--- src/rtl/rv_pkg.sv ---
// Shared RV32 encodings for writeback select and load funct3, used by decode, MEM and WB.
package rv_pkg;

  localparam int unsigned REG_ADDR_W = 5;
  localparam int unsigned WB_SEL_W   = 2;
  localparam int unsigned FUNCT3_W   = 3;

  typedef enum logic [WB_SEL_W-1:0] {
    WB_ALU = 2'b00,
    WB_MEM = 2'b01,
    WB_PC4 = 2'b10,
    WB_RSV = 2'b11
  } wb_sel_e;

  localparam logic [FUNCT3_W-1:0] F3_LB  = 3'b000;
  localparam logic [FUNCT3_W-1:0] F3_LH  = 3'b001;
  localparam logic [FUNCT3_W-1:0] F3_LW  = 3'b010;
  localparam logic [FUNCT3_W-1:0] F3_LBU = 3'b100;
  localparam logic [FUNCT3_W-1:0] F3_LHU = 3'b101;

endpackage

--- src/rtl/load_align.sv ---
// Combinational load-data aligner: picks byte/half/word from an aligned word and extends it.
module load_align
  import rv_pkg::*;
#(
  parameter int unsigned XLEN = 32
) (
  input  logic [XLEN-1:0]     word_i,
  input  logic [1:0]          off_i,
  input  logic [FUNCT3_W-1:0] funct3_i,
  output logic [XLEN-1:0]     data_c,
  output logic                misaligned_c
);

  logic [7:0]  byte_sel;
  logic [15:0] half_sel;

  always_comb begin
    byte_sel     = 8'h00;
    half_sel     = 16'h0000;
    data_c       = word_i;
    misaligned_c = 1'b0;

    case (off_i)
      2'd0:    byte_sel = word_i[7:0];
      2'd1:    byte_sel = word_i[15:8];
      2'd2:    byte_sel = word_i[23:16];
      default: byte_sel = word_i[31:24];
    endcase
    // Misaligned halves fall back to the half chosen by off[1]
    half_sel = off_i[1] ? word_i[31:16] : word_i[15:0];

    case (funct3_i)
      F3_LB:  data_c = {{(XLEN-8){byte_sel[7]}}, byte_sel};
      F3_LBU: data_c = {{(XLEN-8){1'b0}}, byte_sel};
      F3_LH: begin
        data_c       = {{(XLEN-16){half_sel[15]}}, half_sel};
        misaligned_c = off_i[0];
      end
      F3_LHU: begin
        data_c       = {{(XLEN-16){1'b0}}, half_sel};
        misaligned_c = off_i[0];
      end
      F3_LW: begin
        data_c       = word_i;
        misaligned_c = (off_i != 2'd0);
      end
      default: data_c = word_i;
    endcase
  end

endmodule

--- src/rtl/mem_wb_stage.sv ---
// MEM/WB pipeline register: captures one instruction per cycle, forms the register-file
// write, mirrors it onto the decode bypass and counts retired instructions.
module mem_wb_stage
  import rv_pkg::*;
#(
  parameter int unsigned XLEN  = 32,
  parameter int unsigned CNT_W = 32
) (
  input  logic                  CLK,
  input  logic                  RESET,
  input  logic                  VALID_IN,
  input  logic                  STALL,
  input  logic                  FLUSH,
  input  logic                  REG_WRITE_IN,
  input  logic [REG_ADDR_W-1:0] RD_ADDR_IN,
  input  logic [WB_SEL_W-1:0]   WB_SEL_IN,
  input  logic [FUNCT3_W-1:0]   FUNCT3_IN,
  input  logic [XLEN-1:0]       ALU_RESULT_IN,
  input  logic [XLEN-1:0]       LOAD_WORD_IN,
  input  logic [XLEN-1:0]       PC_PLUS4_IN,
  output logic [XLEN-1:0]       WB_DATA,
  output logic [REG_ADDR_W-1:0] WB_ADDR,
  output logic                  WB_WRITE,
  output logic                  FWD_VALID,
  output logic [REG_ADDR_W-1:0] FWD_ADDR,
  output logic [XLEN-1:0]       FWD_DATA,
  output logic                  MISALIGNED,
  output logic [CNT_W-1:0]      RETIRED
);

  logic                  valid_q,      valid_d;
  logic                  write_q,      write_d;
  logic [REG_ADDR_W-1:0] addr_q,       addr_d;
  logic [XLEN-1:0]       data_q,       data_d;
  logic                  misaligned_q, misaligned_d;
  logic [CNT_W-1:0]      retired_q,    retired_d;

  logic [XLEN-1:0] load_data_c;
  logic            load_mis_c;
  logic            take_c;

  load_align #(.XLEN(XLEN)) u_load_align (
    .word_i       (LOAD_WORD_IN),
    .off_i        (ALU_RESULT_IN[1:0]),
    .funct3_i     (FUNCT3_IN),
    .data_c       (load_data_c),
    .misaligned_c (load_mis_c)
  );

  // Next-state: bubble by default, capture only a clean valid instruction
  always_comb begin
    take_c       = VALID_IN & ~STALL & ~FLUSH;
    valid_d      = 1'b0;
    write_d      = 1'b0;
    addr_d       = '0;
    data_d       = '0;
    misaligned_d = 1'b0;
    retired_d    = retired_q + CNT_W'(valid_q);

    if (take_c) begin
      valid_d = 1'b1;
      addr_d  = RD_ADDR_IN;
      write_d = REG_WRITE_IN & (RD_ADDR_IN != '0);
      case (wb_sel_e'(WB_SEL_IN))
        WB_MEM: begin
          data_d       = load_data_c;
          misaligned_d = load_mis_c;
        end
        WB_PC4:  data_d = PC_PLUS4_IN;
        default: data_d = ALU_RESULT_IN;
      endcase
    end
  end

  always_ff @(posedge CLK or negedge RESET) begin
    if (!RESET) begin
      valid_q      <= 1'b0;
      write_q      <= 1'b0;
      addr_q       <= '0;
      data_q       <= '0;
      misaligned_q <= 1'b0;
      retired_q    <= '0;
    end else begin
      valid_q      <= valid_d;
      write_q      <= write_d;
      addr_q       <= addr_d;
      data_q       <= data_d;
      misaligned_q <= misaligned_d;
      retired_q    <= retired_d;
    end
  end

  // Bypass is an exact copy of the pending register-file write
  assign WB_DATA    = data_q;
  assign WB_ADDR    = addr_q;
  assign WB_WRITE   = write_q;
  assign FWD_VALID  = write_q;
  assign FWD_ADDR   = addr_q;
  assign FWD_DATA   = data_q;
  assign MISALIGNED = misaligned_q;
  assign RETIRED    = retired_q;

endmodule

--- config.mk ---
export PLATFORM = sky130hd
export DESIGN_NAME = mem_wb_stage
export DESIGN_NICKNAME = d
export VERILOG_FILES = /design/src/rtl/rv_pkg.sv /design/src/rtl/load_align.sv /design/src/rtl/mem_wb_stage.sv
export SDC_FILE = /design/constraint.sdc
export NUM_CORES = 1
export LEC_CHECK = 0
export BUFFER_PORTS_ARGS = -buffer_cell sky130_fd_sc_hd__clkbuf_2
export CAP_MARGIN = 20
export CORE_AREA = 2 2 110 112
export CTS_CLUSTER_DIAMETER = 30
export CTS_CLUSTER_SIZE = 20
export DETAILED_ROUTE_END_ITERATION = 8
export DIE_AREA = 0 0 112 114
export PLACE_DENSITY_LB_ADDON = 0.2
export RECOVER_POWER = 100
export SYNTH_ARGS = -nofsm -noshare
export SYNTH_HDL_FRONTEND = slang
export SYNTH_HIERARCHICAL = 1
export SYNTH_SLANG_ARGS = --single-unit
--- constraint.sdc ---
create_clock -name CLK -period 2 [get_ports CLK]
set_input_delay 0 -clock CLK [delete_from_list [all_inputs] [get_ports CLK]]
set_output_delay 0 -clock CLK [all_outputs]
set_load 0.01 [all_outputs]
# Word-level counts from Yosys, hierarchy flattened
# Index checks and enable logic that the tools add are counted.
[op_classes]
bitwise = 5
addsub = 1
n_reduce_logical = 5
n_eq_ne = 8
muxes = 11
[ops]
columns = ["op", "n"]
rows = [
  ["32-bit case mux with 4 select lines", 1],
  ["32-bit case mux with 2 select lines", 1],
  ["32-bit by 1-bit adder with 32-bit output", 1],
  ["32-bit two-way mux", 1],
  ["8-bit case mux with 3 select lines", 1],
  ["16-bit two-way mux", 1],
  ["3-bit == test, second input constant", 2],
  ["5-bit two-way mux", 1],
  ["5-bit nonzero test", 1],
  ["2-bit by 1-bit == test with 1-bit output, second input constant", 2],
  ["2-bit == test, second input constant", 2],
  ["1-bit two-way mux", 4],
  ["1-bit AND", 3],
  ["3-bit by 1-bit == test with 1-bit output, second input constant", 1],
  ["3-bit by 2-bit == test with 1-bit output, second input constant", 1],
  ["3-bit zero test", 1],
  ["2-bit zero test", 1],
  ["1-bit inverter", 2],
  ["1-bit case mux with 2 select lines", 1],
  ["2-bit nonzero test", 1],
  ["2-bit OR reduction", 1],
]
[word_totals]
word_cells = 36
inputBits = 112
ff_bits = 72
out_inout_bits = 109

# Logic depth before layout (Yosys ltp)
# Gate-level depths: netlist (run 1).
[logic_depth]
word_depth = 5
depth_mapped = 9
depth_no_buf = 7

# Hierarchy
# Netlist (run 1), hierarchy kept.
[by_module_without_submodules]
columns = ["mod", "area_per_inst_um2", "n_inst", "seq_area_each_um2", "cells_each"]
rows = [
  ["mem_wb_stage", 3558.4, 1, 1801.7, 365],
  ["load_align", 970.9, 1, 0.0, 133],
]

# Worst setup path before layout (run 1)
# No wires, ideal clock.
[synth_path]
kind = "flip-flop to flip-flop"
from = "reg retired_q[0], in the netlist RETIRED[0]"
to = "reg retired_q[10], in the netlist RETIRED[10]"
period_less_slack_ps = 1607
n_path_buf = 1
t_required_ps = 1873
arrival_ps = 1480
setup_time_ps = 127
path_slack_ps = 393
path_stages_with_launch = 8
cell_sequence = "dfrtp_1 > ha_1 > ha_1 > and3_1 > and2_1 > buf_2 > nand4_1 > xnor2_1"
[synth_via]
elab_chain_cells = 1
[synth_lines]
columns = ["element", "line", "text"]
rows = [
  ["start: declaration", "mem_wb_stage.sv:36", "logic [CNT_W-1:0] retired_q, retired_d;"],
  ["start signal: assignment", "mem_wb_stage.sv:89", "retired_q <= retired_d;"],
  ["32-bit by 1-bit adder with 32-bit output", "mem_wb_stage.sv:58", "retired_d = retired_q + CNT_W'(valid_q);"],
  ["via retired_d[10]", "mem_wb_stage.sv:36", ""],
]
# The timed path passes the listed nets, and every way through them passes these cells.

# Worst setup path in the final report (run 1)
[layout_path]
from = "reg retired_q[0], in the netlist RETIRED[0]"
to = "reg retired_q[20], in the netlist RETIRED[20]"
# Same word-level chain as after synthesis.

==> flow_summary_export.csv, run 1 <==
group,metric,value,unit
finish,nNetsFinal,828,
power,p_per_area,662,mW/mm2
sta,rsz0062_at_grt,"false",
hold_path,min_from,"PC_PLUS4_IN[14]",
sta,worst_pin_slew,1.01,ns
critical_path,slowest_delay,0.37,ns
grt,grt_pass1_vias,4450,
hold_path,min_to,"FWD_DATA[14]",
routing,postRouteAntennaNets,0,
finish,area_growth,32.9,%
status,outcome,"complete, no violations",
clock_tree,cts_tree,"done",
grt,antenna_found_initial,0,
place,gp_congestion,0.930,
critical_path,r2r_slack,0.23,ns
clock_tree,ctsRootBufferMaster,"clkbuf_16",
clock_tree,clk_path_buf_depth,2,
finish,utilization,51.4,%
critical_path,crit_start,"RETIRED[0]",
critical_path,r2r-end,"RETIRED[20]",
floorplan,dieArea,0.0128,mm2
logic_synthesis,syn_area_per_cell,9.10,um2
sta,setup_violations,0,
clock_tree,clock_latency,0.33,ns
sta,max_freq,567,MHz
floorplan,die_w,112,um
clock_tree,cts_buffers,9,
logic_synthesis,synthArstFlopShare,100,%
routing,routed_wl,14000,um
sta,fin_skew,0.00569,ns
run,drv_cap,0,
clock_tree,cts_hold_buf,43,
hold_path,holdPathStages,5,
finish,final_common_cell,"clkbuf_1",
sta,maxSlewViolCount,0,
routing,wire_per_inst,16.3,um
hold_path,hp-class,"input port to register",
power,p_leak,2.75,nW
finish,drive_above_1_share,21.5,%
critical_path,reg2reg_depth,6,
logic_synthesis,synth_area,0.00453,mm2
grt,grt_use_total,21.5,%
critical_path,critical_path.max_fanout,10,
sta,hold_violations,0,
finish,final_cell_mix,"clkbuf_1, clkbuf_2, nor2_1",
routing,drt_iter0_markers,225,
critical_path,endpoint_kind,"register",
logic_synthesis,synth_cell_type_count,43,
critical_path,crit_chain,"ha_1, ha_1, and3_1, and2_1, nand3_1, xnor2_1",
logic_synthesis,synth-main-ff-cell,"dfrtp_1",
sta,fin_crit_sh,88.3,%
critical_path,start_kind,"register",
floorplan,core,0.0117,mm2
routing,drc,0,
logic_synthesis,ys_seq_elements,72,
finish,diodes,0,
place,hpwl,10200,um
critical_path,r2r-start,"RETIRED[0]",
grt,grt_first_pass_wirelength,22000,um
critical_path,cp_slowest_cell,"dfrtp_1",
power,ir_drop,0.340,mV
finish,num-fill-cells,1184,
critical_path,crit_required,2.20,ns
clock_tree,clkSinkCount,72,
routing,via_per_inst,5.21,
critical_path,path_class,"register to register",
clock_tree,clkTransAtPathRegs,0.06,ns
floorplan,rows,40,
routing,firstDrtPassIters,5,
floorplan,die_h,114,um
logic_synthesis,ys.warnings.count,6,
grt,grt_overflow,0,
sta,setup_tns,0,ns
logic_synthesis,synth_cells,498,
grt,grt_max_degree,73,
sta,period_minus_slack,1.77,ns
logic_synthesis,synth-seq-area-share,39.8,%
routing,vias,4492,
floorplan,initial_utilization,38.7,%
clock_tree,cts_resized,0,
logic_synthesis,synth_nets,615,
logic_synthesis,synth_edf_count,0,
critical_path,worstPathArrival,1.97,ns
clock_tree,htreeDepth,3,
place,numPortBuffers,220,
sta,maxSlewHeadroom,32.6,%
floorplan,ios,221,
critical_path,crit_top_cell,"ha_1",
clock_tree,cts.repair_timing.setup_buffer_count,0,
[per-layer routing]
layer	vias to the layer above	wire length, um	GRT usage, %
li1	2161	-	-
met4	0	226	7.64
met5	-	0	0
met3	17	849	3.77
met1	2134	6000	27.5
met2	180	6960	36.9
[final cells by class]
class	instances	area, um2	share of cell area, %
timing repair buffer	277	1510	25.2
tap	147	184	3.06
multi-input combinational	344	2200	36.5
clock buffer	10	239	3.97
inverter	7	26.3	0.436
sequential	72	1800	29.9
clock inverter	5	57.6	0.956
[logic make-up after synthesis]
| logic type | count (synthesis) | share of synthesized area (%) |
|---|---|---|
| AO/OA/AOI/OAI | 116 | 18.3 |
| XOR/XNOR | 30 | 5.80 |
| adder cells (fa/ha/maj) | 5 | 1.38 |
| buffers and inverters | 82 | 10.6 |
| flip-flops | 72 | 39.8 |
| multiplexers | 11 | 4.42 |
| AND/OR/NAND/NOR | 182 | 19.7 |
[power breakdown]
part	total (mW)	internal (mW)	switching (mW)	leakage (nW)
Combinational	0.792	0.352	0.440	1.62
Clock	1.60	0.992	0.607	0.148
Sequential	1.59	1.52	0.0674	0.991
[worst max path at each step]
stage / endpoint / slack (ns) / cells past startpoint
after global placement: RETIRED[26] / 0.26 / 6
final: RETIRED[20] / 0.23 / 6
after detailed placement: RETIRED[26] / 0.20 / 6
after CTS: RETIRED[26] / 0.20 / 6
after global routing: FWD_DATA[6] / 0.07 / 9
after floorplan: RETIRED[10] / 0.39 / 7
[worst max-delay path: cells and delay by family, from the launching register on]
family	cells	cell delay, ns
simple gates	3	0.75
flops	1	0.37
fa+ha+maj	2	0.35
xor+xnor	1	0.17
[cell usage after synthesis, types with 6 or more instances]
cell / count / area share (%)
nand4_1: 15 / 2.1
o22ai_1: 11 / 1.5
and3_1: 12 / 1.7
clkbuf_1: 22 / 1.8
o211ai_1: 8 / 1.3
nand3_1: 15 / 1.7
buf_2: 7 / 0.77
xor2_1: 6 / 1.2
dfrtp_1: 72 / 40
nor2_1: 80 / 6.6
a211oi_1: 7 / 1.2
nand2_1: 27 / 2.2
a22oi_1: 32 / 5.3
a21oi_1: 36 / 4.0
inv_1: 6 / 0.50
buf_4: 40 / 6.6
nor2b_1: 18 / 2.5
mux4_2: 7 / 3.5
xnor2_1: 24 / 4.6
o211ai_2: 10 / 2.8
[stage by stage]
stage | cell area, um2 | setup slack [ns] | instances | total power, mW | hold slack (ns)
after floorplan | 4530 | 0.393 | 498 | 2.04 | -0.296
after global routing | 6020 | 0.0697 | 862 | 4.18 | 0.0714
after global placement | 5510 | 0.259 | 804 | 2.37 | 0.192
after CTS | 6230 | 0.196 | 862 | 4.06 | 0.0351
final | 6020 | 0.235 | 862 | 3.98 | 0.0447
after detailed placement | 5510 | 0.204 | 804 | 2.39 | 0.202
[sequential cells by signal, summed over array words and instances (netlist names)]
name / cells
FWD_ADDR: 5
FWD_DATA: 32
valid_q: 1
RETIRED: 32
MISALIGNED: 1
FWD_VALID: 1
(Power assumes the default switching activity.)
==> inputs of run 2 (changes only) <==
ABC_AREA = 1   (was not set)
CORE_AREA = 2 2 113 115   (was 2 2 110 112)
DIE_AREA = 0 0 115 117   (was 0 0 112 114)
==> flow_summary_export.csv, run 2 <==
group,metric,value,unit
status,outcome,"complete, no violations",
logic_synthesis,synth_cell_type_count,32,
clock_tree,clk_path_buf_depth,2,
place,dp.cells,977,
routing,vias,5251,
power,finalPower,3.83,mW
finish,final_common_cell,"nand2_1",
floorplan,die_w,115,um
logic_synthesis,synth_area,0.00482,mm2
clock_tree,cts_buffers,9,
critical_path,r2r-start,"RETIRED[0]",
clock_tree,clock_latency,0.33,ns
routing,firstDrtPassIters,5,
grt,antenna_found_initial,1,
finish,nNetsFinal,1024,
hold_path,holdPathStages,3,
sta,fin_skew,0.00619,ns
clock_tree,cts_resized,0,
grt,grt_use_total,24.0,%
logic_synthesis,synth_top_area_share,37.4,%
critical_path,cp_slowest_cell,"dlygate4sd3_1",
sta,worst_pin_slew,0.997,ns
critical_path,start_kind,"input port",
clock_tree,ctsRootBufferMaster,"clkbuf_16",
logic_synthesis,ys.warnings.count,6,
place,dpl_cell_area,0.00575,mm2
sta,fin_crit_sh,92.9,%
run,drv_cap,0,
logic_synthesis,synth_nets,783,
hold_path,min_to,"FWD_DATA[0]",
place,numPortBuffers,220,
logic_synthesis,synth_area_leader_cell,"dfrtp_1",
floorplan,core,0.0123,mm2
logic_synthesis,synth_cells,666,
critical_path,endpoint_kind,"register",
power,ir_drop,0.335,mV
routing,via_per_inst,4.94,
routing,routed_wl,16300,um
grt,grt_max_degree,41,
floorplan,ios,221,
finish,drive_above_1_share,16.7,%
critical_path,crit_chain,"clkbuf_2, inv_2, nand2_1, nand2_1, nand3_2, nand3_4, nand3_1, nand2_1, a21oi_1, dlygate4sd3_1",
grt,grt_overflow,0,
place,place_ws,0.458,ns
logic_synthesis,synth_common_cells,"nand2_1, dfrtp_1, a21oi_1",
power,p_per_area,593,mW/mm2
clock_tree,cts_hold_buf,69,
hold_path,min_from,"PC_PLUS4_IN[0]",
routing,drt_iter0_markers,299,
clock_tree,clkSinkCount,72,
routing,wire_per_inst,15.3,um
finish,utilization,52.4,%
place,hpwl,11900,um
logic_synthesis,synth_edf_count,0,
finish,area_growth,33.9,%
grt,grt_first_pass_wirelength,25000,um
sta,maxSlewHeadroom,33.5,%
grt,grt_pass1_vias,4949,
sta,hold_violations,0,
sta,setup_violations,0,
critical_path,path_class,"input port to register",
critical_path,r2r-end,"RETIRED[26]",
logic_synthesis,synthArstFlopShare,100,%
logic_synthesis,synth_area_leaders,"dfrtp_1, nand2_1, a21oi_1",
sta,rsz0062_at_grt,"false",
place,gp_congestion,0.959,
floorplan,rows,41,
sta,period_minus_slack,1.86,ns
critical_path,r2r_slack,0.20,ns
floorplan,dieArea,0.0135,mm2
logic_synthesis,synth-main-ff-cell,"dfrtp_1",
sta,fin_ws,0.141,ns
hold_path,hp-class,"input port to register",
logic_synthesis,syn_area_per_cell,7.24,um2
finish,final_cell_mix,"nand2_1, clkbuf_1, clkbuf_2",
sta,setup_tns,0,ns
sta,max_freq,538,MHz
clock_tree,htreeDepth,3,
sta,timing.hold.ws,0.0304,ns
critical_path,crit_top_cell,"nand2_1",
logic_synthesis,synth-seq-area-share,37.4,%
critical_path,slowest_delay,0.59,ns
critical_path,worstPathArrival,2.12,ns
critical_path,reg2reg_depth,9,
floorplan,initial_utilization,39.2,%
clock_tree,clkTransAtPathRegs,0.06,ns
clock_tree,cts_tree,"done",
routing,postRouteAntennaNets,0,
logic_synthesis,ys_seq_elements,72,
finish,stdcell_count,1062,
clock_tree,cts.repair_timing.setup_buffer_count,0,
critical_path,crit_required,2.26,ns
sta,maxSlewViolCount,0,
critical_path,critical_path.max_fanout,24,
logic_synthesis,yosysMostFrequentCell,"nand2_1",
finish,final_cell_area,0.00646,mm2
power,p_leak,3.25,nW
floorplan,die_h,117,um
routing,drc,0,
==> run 2: logic make-up (layout without fill, tap and decap cells) <==
group,count (synthesis),after routing,synth area share (%)
flip-flops,72,72,37.4
AO/OA/AOI/OAI,115,115,12.3
XOR/XNOR,15,15,2.88
other,0,1,0
buffers and inverters,108,353,12.5
AND/OR/NAND/NOR,351,351,33.6
adder cells (fa/ha/maj),5,5,1.30
==> run 2: critical path: cells and delay by family <==
| kind | cells | cell delay, ns |
|---|---|---|
| buffers and inverters | 3 | 1.08 |
| AND/OR/NAND/NOR | 6 | 0.81 |
| AO/OA/AOI/OAI | 1 | 0.22 |
==> run 2: layer usage <==
metal | up-vias | routed length (um) | global-route usage, %
met5 | - | 0 | 0
met4 | 0 | 413 | 7.95
met3 | 33 | 847 | 3.55
met2 | 198 | 8020 | 41.3
met1 | 2441 | 6980 | 31.1
li1 | 2579 | - | -
==> run 2: how the worst max path moves through the flow <==
stage	startpoint	end	slack, ns	depth (start not counted)
floorplan	RETIRED[0]	RETIRED[20]	0.52	9
global placement	ALU_RESULT_IN[1]	FWD_DATA[21]	0.46	9
detailed placement	ALU_RESULT_IN[1]	FWD_DATA[21]	0.46	9
CTS	ALU_RESULT_IN[1]	FWD_DATA[21]	0.28	10
global route	ALU_RESULT_IN[1]	FWD_DATA[21]	0.03	10
finish	ALU_RESULT_IN[1]	FWD_DATA[21]	0.14	10
==> run 2: where the power goes <==
| part | switching (mW) | leakage [nW] | internal (mW) | total, mW |
|---|---|---|---|---|
| logic | 0.458 | 2.13 | 0.329 | 0.788 |
| registers | 0.0740 | 0.989 | 1.53 | 1.60 |
| clock network | 0.611 | 0.125 | 0.827 | 1.44 |
==> run 2: area by class of cell <==
| class | count | area [um2] |
|---|---|---|
| Sequential cell | 72 | 1800 |
| Timing Repair Buffer | 297 | 1730 |
| Tap cell | 150 | 188 |
| Multi-Input combinational cell | 486 | 2330 |
| Clock buffer | 11 | 233 |
| Fill cell | 1300 | 5850 |
| Inverter | 41 | 154 |
| Antenna cell | 1 | 2.50 |
| Clock inverter | 4 | 22.5 |
==> inputs of run 3 (changes only) <==
CORE_AREA = 2 2 108 110   (was 2 2 113 115)
DIE_AREA = 0 0 110 112   (was 0 0 115 117)
SETUP_SLACK_MARGIN = 0.5   (was not set)
SYNTH_HIERARCHICAL = not set   (was 1)
==> flow_summary_export.csv, run 3 <==
group,metric,value,unit
logic_synthesis,synth_cell_type_count,35,
critical_path,critical_path.max_fanout,6,
logic_synthesis,synthArstFlopShare,100,%
logic_synthesis,ys_seq_elements,72,
floorplan,core,0.0112,mm2
logic_synthesis,synth_nets,689,
finish,final_common_cell,"clkbuf_1",
sta,setup_tns,0,ns
finish,final_cell_area,0.00628,mm2
clock_tree,cts_buffers,9,
floorplan,dieArea,0.0123,mm2
critical_path,worstPathArrival,1.96,ns
sta,period_minus_slack,1.73,ns
finish,diodes,0,
grt,grt_max_degree,42,
grt,grt_use_met3,4.22,%
floorplan,initial_utilization,39.3,%
sta,hold_violations,0,
logic_synthesis,syn_area_per_cell,7.67,um2
routing,firstDrtPassIters,4,
clock_tree,clock_latency,0.34,ns
logic_synthesis,synth_edf_count,0,
finish,utilization,56.2,%
status,outcome,"complete, no violations",
sta,fin_skew,0.00476,ns
critical_path,endpoint_kind,"register",
logic_synthesis,synth_area,0.00440,mm2
sta,fin_crit_sh,86.4,%
logic_synthesis,synth_area_leaders,"dfrtp_1, nand2_1, a21oi_1",
routing,drc,0,
grt,antenna_found_initial,0,
finish,nNetsFinal,941,
sta,worst_pin_slew,0.809,ns
floorplan,die_h,112,um
grt,gr-max-usage-layer,"met2",
critical_path,crit_required,2.23,ns
routing,routed_wl,15600,um
logic_synthesis,synth_top_area_share,41.0,%
routing,postRouteAntennaNets,0,
run,drv_cap,0,
floorplan,ios,221,
grt,met2_usage,39.2,%
logic_synthesis,synth_common_cells,"nand2_1, dfrtp_1, a21oi_1",
routing,vias,4905,
clock_tree,clk_path_buf_depth,2,
finish,final_cell_mix,"clkbuf_1, clkbuf_2, nand2_1",
logic_synthesis,synth-main-ff-cell,"dfrtp_1",
place,hpwl,11300,um
critical_path,path_class,"register to register",
grt,grt_overflow,0,
logic_synthesis,synth_area_leader_cell,"dfrtp_1",
logic_synthesis,synth-seq-area-share,41.0,%
grt,grt_util_met1,34.9,%
routing,via_per_inst,5.04,
routing,drt_iter0_markers,317,
place,gp_congestion,0.937,
sta,maxSlewViolCount,0,
place,numPortBuffers,220,
place,dpl_cell_area,0.00538,mm2
sta,rsz0062_at_grt,"true",
logic_synthesis,yosysMostFrequentCell,"nand2_1",
finish,drive_above_1_share,20.0,%
hold_path,hp-class,"input port to register",
power,p_leak,2.97,nW
clock_tree,cts_tree,"done",
sta,maxSlewHeadroom,46.1,%
logic_synthesis,synth_cells,573,
sta,setup_violations,0,
clock_tree,htreeDepth,3,
logic_synthesis,ys.warnings.count,0,
grt,grt_pass1_vias,4702,
power,p_per_area,662,mW/mm2
finish,num-fill-cells,1146,
power,ir_drop,0.351,mV
floorplan,rows,39,
clock_tree,ctsRootBufferMaster,"clkbuf_16",
sta,max_freq,579,MHz
critical_path,start_kind,"register",
grt,grt_use_total,25.0,%
floorplan,die_w,110,um
clock_tree,clkTransAtPathRegs,0.06,ns
finish,area_growth,42.9,%
grt,grt_first_pass_wirelength,23700,um
clock_tree,clkSinkCount,72,
routing,wire_per_inst,16.0,um
run 3: cell types whose count changed after synthesis, sizes merged, moves of 6 or more:
cell and change:
nand2 -106, nand3 -31, nor3 +20, a21oi +12, o21ai +12, buf -9, nor2 -9, xor2 +9
nand3b -6
run 3: worst paths after layout:
path / startpoint / endpoint / slack (ns) / depth (start not counted)
worst max-delay path: RETIRED[0] / RETIRED[18] / 0.27 / 7
worst min-delay path: PC_PLUS4_IN[1] / FWD_DATA[1] / 0.01 / 3
worst max register to register: RETIRED[0] / RETIRED[18] / 0.27 / 7
worst min register to register: valid_q / RETIRED[0] / 0.47 / 1
max in group asynchronous: RESET / FWD_DATA[9] / 0.59 / 3
min in group asynchronous: RESET / RETIRED[26] / 0.28 / 2
run 3: metal layers:
layer / wire length (um) / part of all wire, % / vias up
met3: 1030 / 6.6 / 24
met2: 7410 / 47 / 225
met5: 0 / 0 / -
li1: - / - / 2338
met4: 302 / 1.9 / 0
met1: 6860 / 44 / 2318
run 3: timing repair:
item                                    in CTS  in global routing
hold endpoints to repair                    69                  0
pin swaps                                    2                  7
hold buffers                                65                  0
endpoints found under the setup margin       9                 24
resized for setup                            6                 31
setup buffers                                2                  9
run 3: final cells by class:
type                    count  area (um2)  share of cell area [%]
clock buffers               9         225                    3.58
clock inverters             7         103                    1.63
inverters                  45         174                    2.77
multi-input cells         394        2030                    32.4
flip-flops and latches     72        1800                    28.7
well taps                 143         179                    2.85
repair buffers            303        1770                    28.1
run 3: worst max-delay path: stages, from the launching register on:
cell and delay, ns:
dfrtp_1 0.35, ha_1 0.24, ha_1 0.26, nand3_4 0.15
nor2_4 0.21, and3_4 0.22, nand2_2 0.05, xnor2_1 0.12
run 3: cell families (layout without fill, tap and decap cells):
group / count (synthesis) / in the layout / share of synthesized area [%]
AND/OR/NAND/NOR: 223 / 223 / 21.6
AO/OA/AOI/OAI: 140 / 140 / 17.3
buffers and inverters: 107 / 364 / 13.6
flip-flops: 72 / 72 / 41.0
XOR/XNOR: 27 / 27 / 5.38
adder cells (fa/ha/maj): 4 / 4 / 1.14
run 3: power by group:
group	total [mW]	leakage (nW)	switching (mW)	internal, mW
sequential	1.60	0.989	0.0692	1.53
clock	1.78	0.157	0.676	1.11
combinational	0.779	1.83	0.441	0.338
total	4.16	2.97	1.19	2.97
run 3: metrics by stage:
step                      hold WS, ns  power (mW)  setup slack, ns  instances
after floorplan                -0.296        2.01            0.527        573
after global placement        -0.0215        2.31            0.431        881
after detailed placement      -0.0214        2.32            0.382        881
after CTS                     0.00270        4.21            0.451        964
after global routing           0.0249        4.34            0.173        973
final                          0.0105        4.16            0.272        973
